## src/rtl/vdp_pkg.sv

```systemverilog
// vdp_pkg: shared constants and types for the VDP CPU port controller.
// Access codes, port numbers, FSM states and the VRAM access bundle.
package vdp_pkg;

  localparam int ADDR_W = 14;

  localparam logic [1:0] CODE_VRD  = 2'd0;
  localparam logic [1:0] CODE_VWR  = 2'd1;
  localparam logic [1:0] CODE_REG  = 2'd2;
  localparam logic [1:0] CODE_CRAM = 2'd3;

  localparam logic [7:0] PORT_DATA = 8'hBE;
  localparam logic [7:0] PORT_CTRL = 8'hBF;

  typedef enum logic {
    IDLE,
    REQ
  } state_t;

  typedef struct packed {
    logic [ADDR_W-1:0] addr;
    logic [7:0]        wdata;
    logic              we;
  } vacc_t;

endpackage

```

## src/rtl/vdp_port_ctrl.sv

```systemverilog
// vdp_port_ctrl: Z80-side VDP port sequencer and VRAM req/ack arbiter.
// Define VDP_CRAM_EN to route code-3 data writes to CRAM.
module vdp_port_ctrl
  import vdp_pkg::*;
#(
  parameter int ACK_TIMEOUT = 6
) (
  input  logic              clk,
  input  logic              reset,
  input  logic              wr_stb,
  input  logic              rd_stb,
  input  logic              port_ctrl,
  input  logic [7:0]        din,
  output logic [7:0]        dout,
  input  logic [7:0]        status_in,
  output logic              status_clr,
  output logic [ADDR_W-1:0] vram_addr,
  output logic [7:0]        vram_wdata,
  output logic              vram_we,
  output logic              vram_req,
  input  logic              vram_ack,
  input  logic [7:0]        vram_rdata,
  output logic              reg_we,
  output logic [3:0]        reg_addr,
  output logic [7:0]        reg_data,
  output logic              cram_we,
  output logic [4:0]        cram_addr,
  output logic [7:0]        cram_data,
  output logic              busy,
  output logic              err
);

  localparam int TW = $clog2(ACK_TIMEOUT + 1);
  localparam logic [TW-1:0] LIM = TW'(ACK_TIMEOUT - 1);

  logic              first;
  logic [7:0]        latch;
  logic [1:0]        code;
  logic [ADDR_W-1:0] addr;
  logic [7:0]        rbuf;

  state_t state, state_nx;
  vacc_t  cur, pend, acc;
  logic   pend_v;
  logic [TW-1:0] wait_cnt;

  logic wr_ctrl, wr_data, rd_ctrl, rd_data, ctl2;
  logic cram_hit, acc_new;
  logic load_cur, promote, load_pend, drop;
  logic rd_done, tmo;
  logic [ADDR_W-1:0] new_addr;

  // a write strobe overrides a simultaneous read strobe
  assign wr_ctrl  = wr_stb & port_ctrl;
  assign wr_data  = wr_stb & ~port_ctrl;
  assign rd_ctrl  = rd_stb & ~wr_stb & port_ctrl;
  assign rd_data  = rd_stb & ~wr_stb & ~port_ctrl;
  assign ctl2     = wr_ctrl & first;
  assign new_addr = {din[5:0], latch};

`ifdef VDP_CRAM_EN
  assign cram_hit = wr_data & (code == CODE_CRAM);
`else
  assign cram_hit = 1'b0;
  logic unused_code;
  assign unused_code = ^code;
`endif

  assign acc_new = (ctl2 & (din[7:6] == CODE_VRD))
                 | (wr_data & ~cram_hit)
                 | rd_data;
  assign acc.addr  = ctl2 ? new_addr : addr;
  assign acc.wdata = din;
  assign acc.we    = wr_data;

  assign dout       = port_ctrl ? status_in : rbuf;
  assign vram_req   = (state == REQ);
  assign busy       = (state == REQ);
  assign vram_addr  = cur.addr;
  assign vram_wdata = cur.wdata;
  assign vram_we    = cur.we;

  assign rd_done = vram_req & vram_ack & ~cur.we;
  assign tmo     = vram_req & ~vram_ack & (wait_cnt == LIM);

  // FSM state register
  always_ff @(posedge clk or posedge reset) begin
    if (reset) state <= IDLE;
    else       state <= state_nx;
  end

  // next state plus slot steering: load, promote, queue or drop
  always_comb begin
    state_nx  = state;
    load_cur  = 1'b0;
    promote   = 1'b0;
    load_pend = 1'b0;
    drop      = 1'b0;
    unique case (state)
      IDLE: begin
        if (acc_new) begin
          state_nx = REQ;
          load_cur = 1'b1;
        end
      end
      REQ: begin
        if (vram_ack) begin
          if (pend_v) begin
            promote   = 1'b1;
            load_pend = acc_new;
          end else if (acc_new) begin
            load_cur = 1'b1;
          end else begin
            state_nx = IDLE;
          end
        end else if (acc_new) begin
          if (pend_v) drop = 1'b1;
          else        load_pend = 1'b1;
        end
      end
      default: state_nx = IDLE;
    endcase
  end

  // active request, pending slot and ack-wait counter
  always_ff @(posedge clk or posedge reset) begin
    if (reset) begin
      cur      <= '0;
      pend     <= '0;
      pend_v   <= 1'b0;
      wait_cnt <= '0;
      err      <= 1'b0;
    end else begin
      if (load_cur)     cur <= acc;
      else if (promote) cur <= pend;
      if (load_pend)    pend <= acc;
      if (promote)        pend_v <= load_pend;
      else if (load_pend) pend_v <= 1'b1;
      if (!vram_req || vram_ack || load_cur) wait_cnt <= '0;
      else if (wait_cnt != LIM)              wait_cnt <= wait_cnt + 1'b1;
      if (drop || tmo) err <= 1'b1;
    end
  end

  // control-port sequencing, address counter and read buffer
  always_ff @(posedge clk or posedge reset) begin
    if (reset) begin
      first <= 1'b0;
      latch <= '0;
      code  <= CODE_VRD;
      addr  <= '0;
      rbuf  <= '0;
    end else begin
      if (wr_ctrl && !first) begin
        first     <= 1'b1;
        latch     <= din;
        addr[7:0] <= din;
      end else if (ctl2) begin
        first <= 1'b0;
        code  <= din[7:6];
        if (din[7:6] == CODE_VRD) addr <= new_addr + 1'b1;
        else                      addr <= new_addr;
      end else if (wr_data || rd_data) begin
        first <= 1'b0;
        addr  <= addr + 1'b1;
      end else if (rd_ctrl) begin
        first <= 1'b0;
      end
      if (wr_data)      rbuf <= din;
      else if (rd_done) rbuf <= vram_rdata;
    end
  end

  // one-cycle strobes for register, CRAM and status side effects
  always_ff @(posedge clk or posedge reset) begin
    if (reset) begin
      reg_we     <= 1'b0;
      reg_addr   <= '0;
      reg_data   <= '0;
      status_clr <= 1'b0;
    end else begin
      status_clr <= rd_ctrl;
      reg_we     <= ctl2 & (din[7:6] == CODE_REG);
      if (ctl2 && din[7:6] == CODE_REG) begin
        reg_addr <= din[3:0];
        reg_data <= latch;
      end
    end
  end

`ifdef VDP_CRAM_EN
  // CRAM write strobe, indexed by the low address bits
  always_ff @(posedge clk or posedge reset) begin
    if (reset) begin
      cram_we   <= 1'b0;
      cram_addr <= '0;
      cram_data <= '0;
    end else begin
      cram_we <= cram_hit;
      if (cram_hit) begin
        cram_addr <= addr[4:0];
        cram_data <= din;
      end
    end
  end
`else
  assign cram_we   = 1'b0;
  assign cram_addr = '0;
  assign cram_data = '0;
`endif

endmodule

```

## config.mk

```make
export PLATFORM = sky130hd
export DESIGN_NAME = vdp_port_ctrl
export DESIGN_NICKNAME = d
export VERILOG_FILES = /design/src/rtl/vdp_pkg.sv /design/src/rtl/vdp_port_ctrl.sv
export SDC_FILE = /design/constraint.sdc
export NUM_CORES = 1
export LEC_CHECK = 0
export ABC_CLOCK_PERIOD_IN_PS = 3800
export CAP_MARGIN = 5
export CORE_ASPECT_RATIO = 0.9
export CORE_MARGIN = 1
export CORE_UTILIZATION = 47
export CTS_CLUSTER_DIAMETER = 200
export CTS_CLUSTER_SIZE = 25
export DETAILED_ROUTE_END_ITERATION = 8
export MAX_ROUTING_LAYER = met4
export PLACE_DENSITY = 0.83
export SLEW_MARGIN = 40
export SYNTH_ARGS = -nofsm -noshare
export SYNTH_HDL_FRONTEND = slang
export SYNTH_SLANG_ARGS = --single-unit
```

## constraint.sdc

```tcl
create_clock -name clk -period 3.8 [get_ports clk]
set_input_delay 1.14 -clock clk [delete_from_list [all_inputs] [get_ports clk]]
set_output_delay 1.14 -clock clk [all_outputs]
set_load 0.005 [all_outputs]
```

Yosys cells after proc, flatten, opt, wreduce, memory -nomap -nowiden. Index checks and enable logic that the tools add are counted.

Logic and storage cells: 98. Register bits after elaboration: 97. Output and inout bits: 62. Bits of input ports: 30.

Bitwise operators: 20. Add/sub/neg operators: 3. Reductions and logical operators: 17. Eq/ne operators: 3. Mux-type cells: 36.

Operator list (count): $mux W14 (4); $mux W23 (2); $mux W8 (4); $add A14 B1 Y14 const B (2); $mux W1 (22); $and A1 B1 Y1 (12); $reduce_bool A2 Y1 (5); $mux W3 (2); $not A1 Y1 (6); $logic_or A1 B1 Y1 (4); $pmux W1 S2 (2); $reduce_bool A4 Y1 (1); $add A3 B1 Y3 const B (1); $eq A3 B3 Y1 const B (1); $ne A3 B3 Y1 const B (1); $reduce_bool A3 Y1 (1); $eq A2 B2 Y1 const B (1); $logic_and A1 B1 Y1 (2); $logic_not A1 Y1 (2); $logic_not A2 Y1 (1); $or A1 B1 Y1 (2); $reduce_and A2 Y1 (1).

Longest topological paths before layout. Gate-level depths: netlist of run 1.

Depth in word-level cells: 11. Gate-level depth with buffers: 8.

Worst setup path before layout of run 1. No wires, ideal clock.

Path type: input-to-output. Start: input port_ctrl. End: output dout[0]. Stages on the path: 2. Arrival: 1823 ps. Path buffers: 1. Path slack: 837 ps. Path through: clkbuf_1 mux2_2.

Longest elaborated chain between the ends: 1.

RTL lines: from (decl) (RTL line vdp_port_ctrl.sv:12) `input logic port_ctrl,`; $mux W8 (RTL line vdp_port_ctrl.sv:76) `assign dout = port_ctrl ? status_in : rbuf;`; to (decl) (RTL line vdp_port_ctrl.sv:14) `output logic [7:0] dout,`.

No other way between the ends.

Worst setup path after layout of run 1. Ends and elaborated chain as after synthesis.

==> results of run 1 <==
registers in the layout (all words and copies together), names as in the netlist:
signal and flops:
reg_we 1, wait_cnt 3, reg_addr 4, pend_v 1, rbuf 8, pend 23, err 1, latch 8
vram_wdata 8, vram_we 1, vram_addr 14, first 1, busy 1, reg_data 8, addr 14, status_clr 1
cell families after synthesis:
logic type | count (synthesis) | share of synthesized area (%)
XOR/XNOR | 18 | 3.204
adder cells (fa/ha/maj) | 4 | 1.017
buffers and inverters | 55 | 5.926
flip-flops | 97 | 49.34
AND/OR/NAND/NOR | 168 | 15.92
multiplexers | 50 | 10.91
other | 1 | 0.07622
AO/OA/AOI/OAI | 96 | 13.61
worst max-delay path: cells and delay by family:
kind,cells,cell delay (ns)
muxes,1,0.35
buffers and inverters,3,1.08
stage by stage:
step / util (%) / hold WS [ns] / power, W / std cells
after floorplan: - / 0.4503 / 0.002241 / 502
after global placement: 56.85 / 0.4533 / 0.002735 / 678
after detailed placement: 56.89 / 0.4627 / 0.002806 / 678
after CTS: 60.23 / 0.4795 / 0.003856 / 694
after global routing: 60.23 / 0.5066 / 0.004068 / 694
final: 60.23 / 0.4753 / 0.003832 / 694
per-layer routing:
metal | global-route usage [%] | wire length [um] | vias up
li1 | - | - | 1832
met2 | 37.98 | 5763 | 143
met4 | 7.179 | 144 | 0
met1 | 34.32 | 5636 | 1902
met5 | - | 0 | -
met3 | 5.754 | 753 | 10
power by group:
part | total [W] | internal (W) | switching [W]
logic | 0.00113 | 0.000647 | 0.000482
registers | 0.00166 | 0.00139 | 0.000276
clock network | 0.00104 | 0.000643 | 0.000396
cells in the mapped netlist (all sizes together) (4+ instances only):
library cell and instances:
buf 32, nand2 86, nand3 10, inv 6, mux2 29, a21oi 12
a221o 16, dfrtp 97, nand4 7, a22oi 10, nor2 39, mux2i 21
xor2 7, xnor2 11, nor3 4, o21ai 33, clkbuf 17, ha 4
how the worst max path moves through the flow:
stage / startpoint / to / slack (ns) / cells after the start
final: port_ctrl / dout[0] / 0.09 / 4
after global placement: port_ctrl / dout[3] / 0.11 / 4
after detailed placement: port_ctrl / dout[0] / 0.08 / 4
after CTS: port_ctrl / dout[0] / 0.07 / 4
after global routing: port_ctrl / dout[0] / 0.04 / 4
after floorplan: reset / addr[0] / 0.13 / 1
area by class of cell:
class,instances,area (um2)
inverter,6,27.53
clock buffer,9,225.2
tap,129,161.4
fill,849,4058
clock inverter,7,116.4
timing repair buffer,96,938.4
multi-input combinational,350,2250
sequential,97,2427
==> metrics.yaml, run 1 <==
status: "finished, final reports clean"
cts_tree: "built"
cp.required_ns: 2.66
drive_gt1_share_pct: 13.63
ios: 92
worstHoldPathCells: 2
n_antenna_cell: 0
design_area_mm2: 0.006146
grt_pass1_wl_um: 20150
die_y_um: 99.06
fin_tns_setup_ns: 0
overflow: 0
place_ws_ns: 0.07583
routedWlPerCell_um: 17.72
finalMaxSlewViolations: 0
post_synth_num_cell_types: 51
crit_path_top_delay_cell: "clkdlybuf4s50_1"
worstPathCellList: "clkdlybuf4s50_1 -> buf_4 -> mux2_2 -> clkdlybuf4s50_1"
worstReg2RegEnd: "pend[4]"
synth-seq-area-share_pct: 49.34
layout_common_cells: "97 x dfrtp_1, 86 x nand2_1, 77 x clkdlybuf4s50_1"
drtAntennaViolNets: 0
max_clock_freq_mhz: 269.2
crit_type: "in -> out"
min_from: "vram_wdata[4]"
cts_buffers: 9
cts_num_sinks: 97
core_area_mm2: 0.01020
tightest_slew_ns: 0.7576
finalSetupViolCount: 0
io_buffers: 77
ff2ff_path_depth: 6
max_cap_viol_count: 0
cp_max_fo: 9
vias_per_cell: 5.601
rsz0062_at_grt: "no"
final.min_clock_period_ns: 3.714
clock_path_buffers: 2
wl_um: 12300
p_leak_nw: 2.753
post_cts_resized: 0
area_growth_pct: 24.92
slowest_delay_ns: 0.45
hp-class: "reg -> reg"
drc: 0
whs_endpoint: "vram_wdata[4]"
vias: 3887
cts.clk_slew.worst_paths_ns: 0.07
post-dp-hpwl_um: 8738
gp_congestion: 0.9230
synth_top_area_share_pct: 49.34
synth_largest_area_cell: "dfrtp_1"
final_common_cell: "dfrtp_1"
dr.first_iter.drc_count: 303
crit_top_cell: "clkdlybuf4s50_1"
netlist_area_mm2: 0.004920
synth_area_leaders: "dfrtp_1 49%, mux2_2 6.6%, nand2_1 6.6%"
initial_core_util_pct: 48.22
setup_slack_ns: 0.08573
antenna_found_initial: 0
worstPathArrival_ns: 2.57
netlist_instances: 489
finalHoldViolations: 0
clock_skew_ns: 0.007392
synth_edf_count: 0
worst_setup_path_end_kind: "primary output"
ys_ff_latch: 97
place_area_mm2: 0.005804
grt_max_degree: 52
slew-limit-headroom_pct: 49.15
htreeDepth: 3
async_flop_share_pct: 100.0
num-nets-final: 594
syn_area_per_cell_um2: 10.06
postCtsSetupRepairBufs: 0
vdd_drop_max_mv: 0.4506
grt_pass1_vias: 3853
die_w_um: 109.8
rrSetupSlack_ns: 1.82
drt_first_pass_iters: 4
ctsRootBufferMaster: "clkbuf_16"
start_kind: "input pin"
insertion_delay_ns: 0.35
fp.dieArea_mm2: 0.01088
timing.rr.start: "first"
power.density_mw_per_mm2: 623.5
ys_warn_count: 0
synthFlopType: "dfrtp_1"
min_period_over_period_pct: 97.74
grt_use_total_pct: 25.33
cts_hold_buf: 0
rows: 35
Note: power is estimated with default switching activity, not from simulation.
==> run 2, diff against run 1 <==
- PLACE_DENSITY: 0.83 -> 0.76
==> run 2 against run 1 <==
Setup slack about the same. Die area unchanged. Critical path depth unchanged. Largest power group unchanged.
==> metrics.yaml, run 2 (same netlist as run 1, synthesis figures left out) <==
multi_input_area_mm2: 0.002250
cts_num_sinks: 97
n_antenna_cell: 0
wl_um: 11970
cts_tree: "built"
cp_max_fo: 9
grt_pass1_vias: 3759
finalMaxSlewViolations: 0
start_kind: "input pin"
status: "finished, final reports clean"
p_leak_nw: 2.729
area_growth_pct: 23.78
gp_congestion: 0.9039
min_period_over_period_pct: 97.75
grt_max_degree: 46
internal_power_w: 0.002553
tightest_slew_ns: 0.7556
final_common_cell: "dfrtp_1"
initial_core_util_pct: 48.22
regArea_mm2: 0.002427
core_area_mm2: 0.01020
place_area_mm2: 0.005804
fin_util_pct: 59.68
dr.first_iter.drc_count: 244
post-dp-hpwl_um: 8700
rsz0062_at_grt: "no"
drc: 0
grt_pass1_wl_um: 19680
max_cap_viol_count: 0
rrSetupSlack_ns: 1.80
antenna_found_initial: 0
hp-class: "reg -> reg"
fin_tns_setup_ns: 0
fillers: 867
die_y_um: 99.06
overflow: 0
die_w_um: 109.8
rows: 35
drtAntennaViolNets: 0
grt_use_total_pct: 24.63
finalSetupViolCount: 0
drt_first_pass_iters: 4
power_switching_w: 0.001119
slew-limit-headroom_pct: 49.29
cp.required_ns: 2.66
postCtsSetupRepairBufs: 0
ctsRootBufferMaster: "clkbuf_16"
layout_common_cells: "97 x dfrtp_1, 86 x nand2_1, 77 x clkdlybuf4s50_1"
crit_type: "in -> out"
comb_power_share_pct: 30.5
seq_power_share_pct: 45.0
final.min_clock_period_ns: 3.714
ios: 92
power.density_mw_per_mm2: 603.0
design_area_mm2: 0.006090
critPathCapture: "dout[7]"
p_clk_share_pct: 24.5
fin_cells: 694
max_clock_freq_mhz: 269.2
power.total_w: 0.003672
clock_skew_ns: 0.005210
fp.dieArea_mm2: 0.01088
top_register: "pend"
largest_reg_flops: 23
drive_gt1_share_pct: 13.45
clock_path_buffers: 2
timing.rr.start: "first"
io_buffers: 77
worstPathArrival_ns: 2.57
routedWlPerCell_um: 17.24
worstReg2RegEnd: "pend[22]"
post_cts_resized: 0
swShare_pct: 30.47
dp_cells: 680
insertion_delay_ns: 0.34
worst_setup_path_end_kind: "primary output"
htreeDepth: 3
vias_per_cell: 5.546
vias: 3849
vdd_drop_max_mv: 0.4148
ff2ff_path_depth: 6
cts_hold_buf: 0
startpoint: "port_ctrl"
cts_buffers: 9
cts.clk_slew.worst_paths_ns: 0.06
finalHoldViolations: 0
num-nets-final: 596
==> run 2: area by class of cell <==
type / count / share of cell area, %
sequential: 97 / 39.86
clock buffer: 11 / 3.986
inverter: 6 / 0.4109
multi-input combinational: 350 / 36.94
timing repair buffer: 98 / 15.45
tap: 129 / 2.651
clock inverter: 3 / 0.6986
==> run 2: how the worst min path moves through the flow <==
stage                  start            end  depth (start not counted)
4_1_cts        vram_wdata[4]  vram_wdata[4]                          2
3_5_place_dp   vram_wdata[4]  vram_wdata[4]                          2
2_1_floorplan       pend[10]       pend[10]                          2
6_report       vram_wdata[4]  vram_wdata[4]                          2
3_3_place_gp             err            err                          1
5_1_grt             pend[18]       pend[18]                          2
==> run 2: power groups by stage <==
stage	Clock (W)	Combinational, W	Sequential (W)
floorplan	0	0.000638	0.00160
global placement	0	0.00109	0.00165
detailed placement	0	0.00112	0.00167
CTS	0.000914	0.00113	0.00165
global route	0.000958	0.00124	0.00170
finish	0.000900	0.00112	0.00165
==> run 2: metrics by stage <==
stage          hold WS, ns  setup WS (ns)
6_report            0.4798        0.08569
3_5_place_dp        0.4666        0.07687
5_1_grt             0.5020        0.04500
2_1_floorplan       0.4503         0.1263
4_1_cts             0.4825        0.07836
3_3_place_gp        0.4545         0.1046
==> run 2: worst max-delay path, stage by stage <==
cell and delay [ns]:
clkdlybuf4s50_1 0.46, buf_4 0.18, mux2_2 0.34, clkdlybuf4s50_1 0.46
==> run 2: metal layers <==
metal	routed length, um	up-vias	track usage (%)
li1	-	1824	-
met4	227	0	7.897
met1	5804	1882	35.66
met5	0	-	-
met3	589	20	4.563
met2	5346	123	34.66
==> run 3, diff against run 2 <==
- ABC_CLOCK_PERIOD_IN_PS: 3800 -> 4200
- CAP_MARGIN: 5 -> unset
- CORE_UTILIZATION: 47 -> 53
- PLACE_DENSITY: 0.76 -> 0.81
- clock period: 3.8 -> 4.2 ns (I/O delays scaled with it)
==> run 3 against run 2 <==
Setup slack better by 0.36 ns. Die area down 11%. Power down 16%. Critical endpoint is now dout[1]. Hold slack better by 0.0047 ns. Flip-flop and latch count unchanged. Cell area down 2.3%.
==> metrics.yaml, run 3 (same netlist as run 1, synthesis figures left out) <==
fp.dieArea_mm2: 0.009672
final_common_cell: "dfrtp_1"
rsz0062_at_grt: "no"
finalMaxSlewViolations: 0
die_y_um: 93.40
crit_path_top_delay_cell: "clkdlybuf4s50_1"
drc: 0
power.density_mw_per_mm2: 517.3
rows: 32
grt_pass1_vias: 3857
postCtsSetupRepairBufs: 0
crit_type: "in -> out"
finalSetupViolCount: 0
holdWs_ns: 0.4845
post_cts_resized: 0
grt_max_degree: 54
cp_max_fo: 9
overflow: 0
drive_gt1_share_pct: 13.01
max_cap_viol_count: 0
min_period_over_period_pct: 89.46
tightest_slew_ns: 0.7432
hp-class: "reg -> reg"
clock_skew_ns: 0.008116
cts_tree: "built"
grt_use_total_pct: 26.14
io_buffers: 77
top_register: "pend"
ios: 92
ctsRootBufferMaster: "clkbuf_8"
area_growth_pct: 20.88
start_kind: "input pin"
status: "finished, final reports clean"
cts_buffers: 9
antenna_found_initial: 0
n_antenna_cell: 0
worst_setup_path_end_kind: "primary output"
dp_cells: 665
vdd_drop_max_mv: 0.2334
drt_first_pass_iters: 5
post-dp-hpwl_um: 8159
num-nets-final: 591
cts_num_sinks: 97
dr.first_iter.drc_count: 226
worstPathArrival_ns: 2.50
multi_input_area_mm2: 0.002250
worstPathCellList: "dlymetal6s2s_1 -> mux2_2 -> clkdlybuf4s50_1"
fin_cells: 680
fillers: 681
htreeDepth: 3
vias: 3927
regArea_mm2: 0.002427
gp_congestion: 0.9114
die_w_um: 103.6
wl_um: 11520
max_clock_freq_mhz: 266.1
worstHoldPathCells: 2
core_area_mm2: 0.008768
fin_tns_setup_ns: 0
initial_core_util_pct: 56.11
clock_path_buffers: 2
grt_pass1_wl_um: 19220
cts.clk_slew.worst_paths_ns: 0.09
layout_common_cells: "97 x dfrtp_1, 86 x nand2_1, 76 x clkdlybuf4s50_1"
cts_hold_buf: 0
ff2ff_path_depth: 6
largest_reg_flops: 23
vias_per_cell: 5.775
routedWlPerCell_um: 16.94
cp.required_ns: 2.94
drtAntennaViolNets: 0
finalHoldViolations: 0
insertion_delay_ns: 0.37
final.min_clock_period_ns: 3.757
p_leak_nw: 2.667
slowest_delay_ns: 0.45
slew-limit-headroom_pct: 50.12
==> run 3: changes by cell type in the layout (fill, tap and decap cells not counted), sizes merged <==
cell,previous run,this run
buf,21,16
clkinv,1,3
bufinv,1,0
clkbuf,11,10
clkdlybuf4s50,77,76
clkinvlp,1,2
dlymetal6s2s,0,1
==> run 3: routing by layer <==
layer	GRT usage (%)	share of wire [%]	routed length [um]	vias to the layer above
li1	-	-	-	1814
met1	35.12	45	5201	1916
met2	39.60	45	5198	178
met3	4.948	7.9	914	19
met4	10.14	1.8	204	0
met5	-	0	0	-
==> run 3: final cells by class <==
type                            instances  area share, %
Inverter                                6         0.3997
Multi-Input combinational cell        350          37.83
Clock buffer                           10          2.314
Timing Repair Buffer                   93          15.44
Clock inverter                          5         0.6943
Tap cell                              119          2.504
Sequential cell                        97          40.82
==> run 3: worst paths after layout <==
path | start | endpoint | slack [ns]
worst max-delay path | port_ctrl | dout[1] | 0.44
worst min-delay path | vram_wdata[5] | vram_wdata[5] | 0.48
worst max register to register | latch[0] | addr[10] | 2.24
worst min register to register | vram_wdata[5] | vram_wdata[5] | 0.48
max in group asynchronous | reset | reg_data[3] | 2.40
min in group asynchronous | reset | err | 1.14
==> run 3: metrics by stage <==
step	util, %	instance area [um2]	setup WS [ns]	total power [W]
2_1_floorplan	-	4969	0.4063	0.002028
3_3_place_gp	65.75	5766	0.1308	0.002471
3_5_place_dp	65.75	5766	0.07531	0.002529
4_1_cts	67.79	5944	0.05374	0.003098
5_1_grt	67.82	5947	0.3801	0.003266
6_report	67.82	5947	0.4427	0.003076
==> run 3: power breakdown <==
part | leakage [nW] | total [W] | internal [W] | switching (W)
Clock | 0.0850 | 0.000569 | 0.000232 | 0.000337
Sequential | 1.20 | 0.00150 | 0.00125 | 0.000246
Combinational | 1.39 | 0.00101 | 0.000588 | 0.000422
Total | 2.67 | 0.00308 | 0.00207 | 0.00100
==> run 3: critical path, delay by kind of cell <==
kind	cells	cell delay [ns]
buffers and inverters	2	0.84
muxes	1	0.40
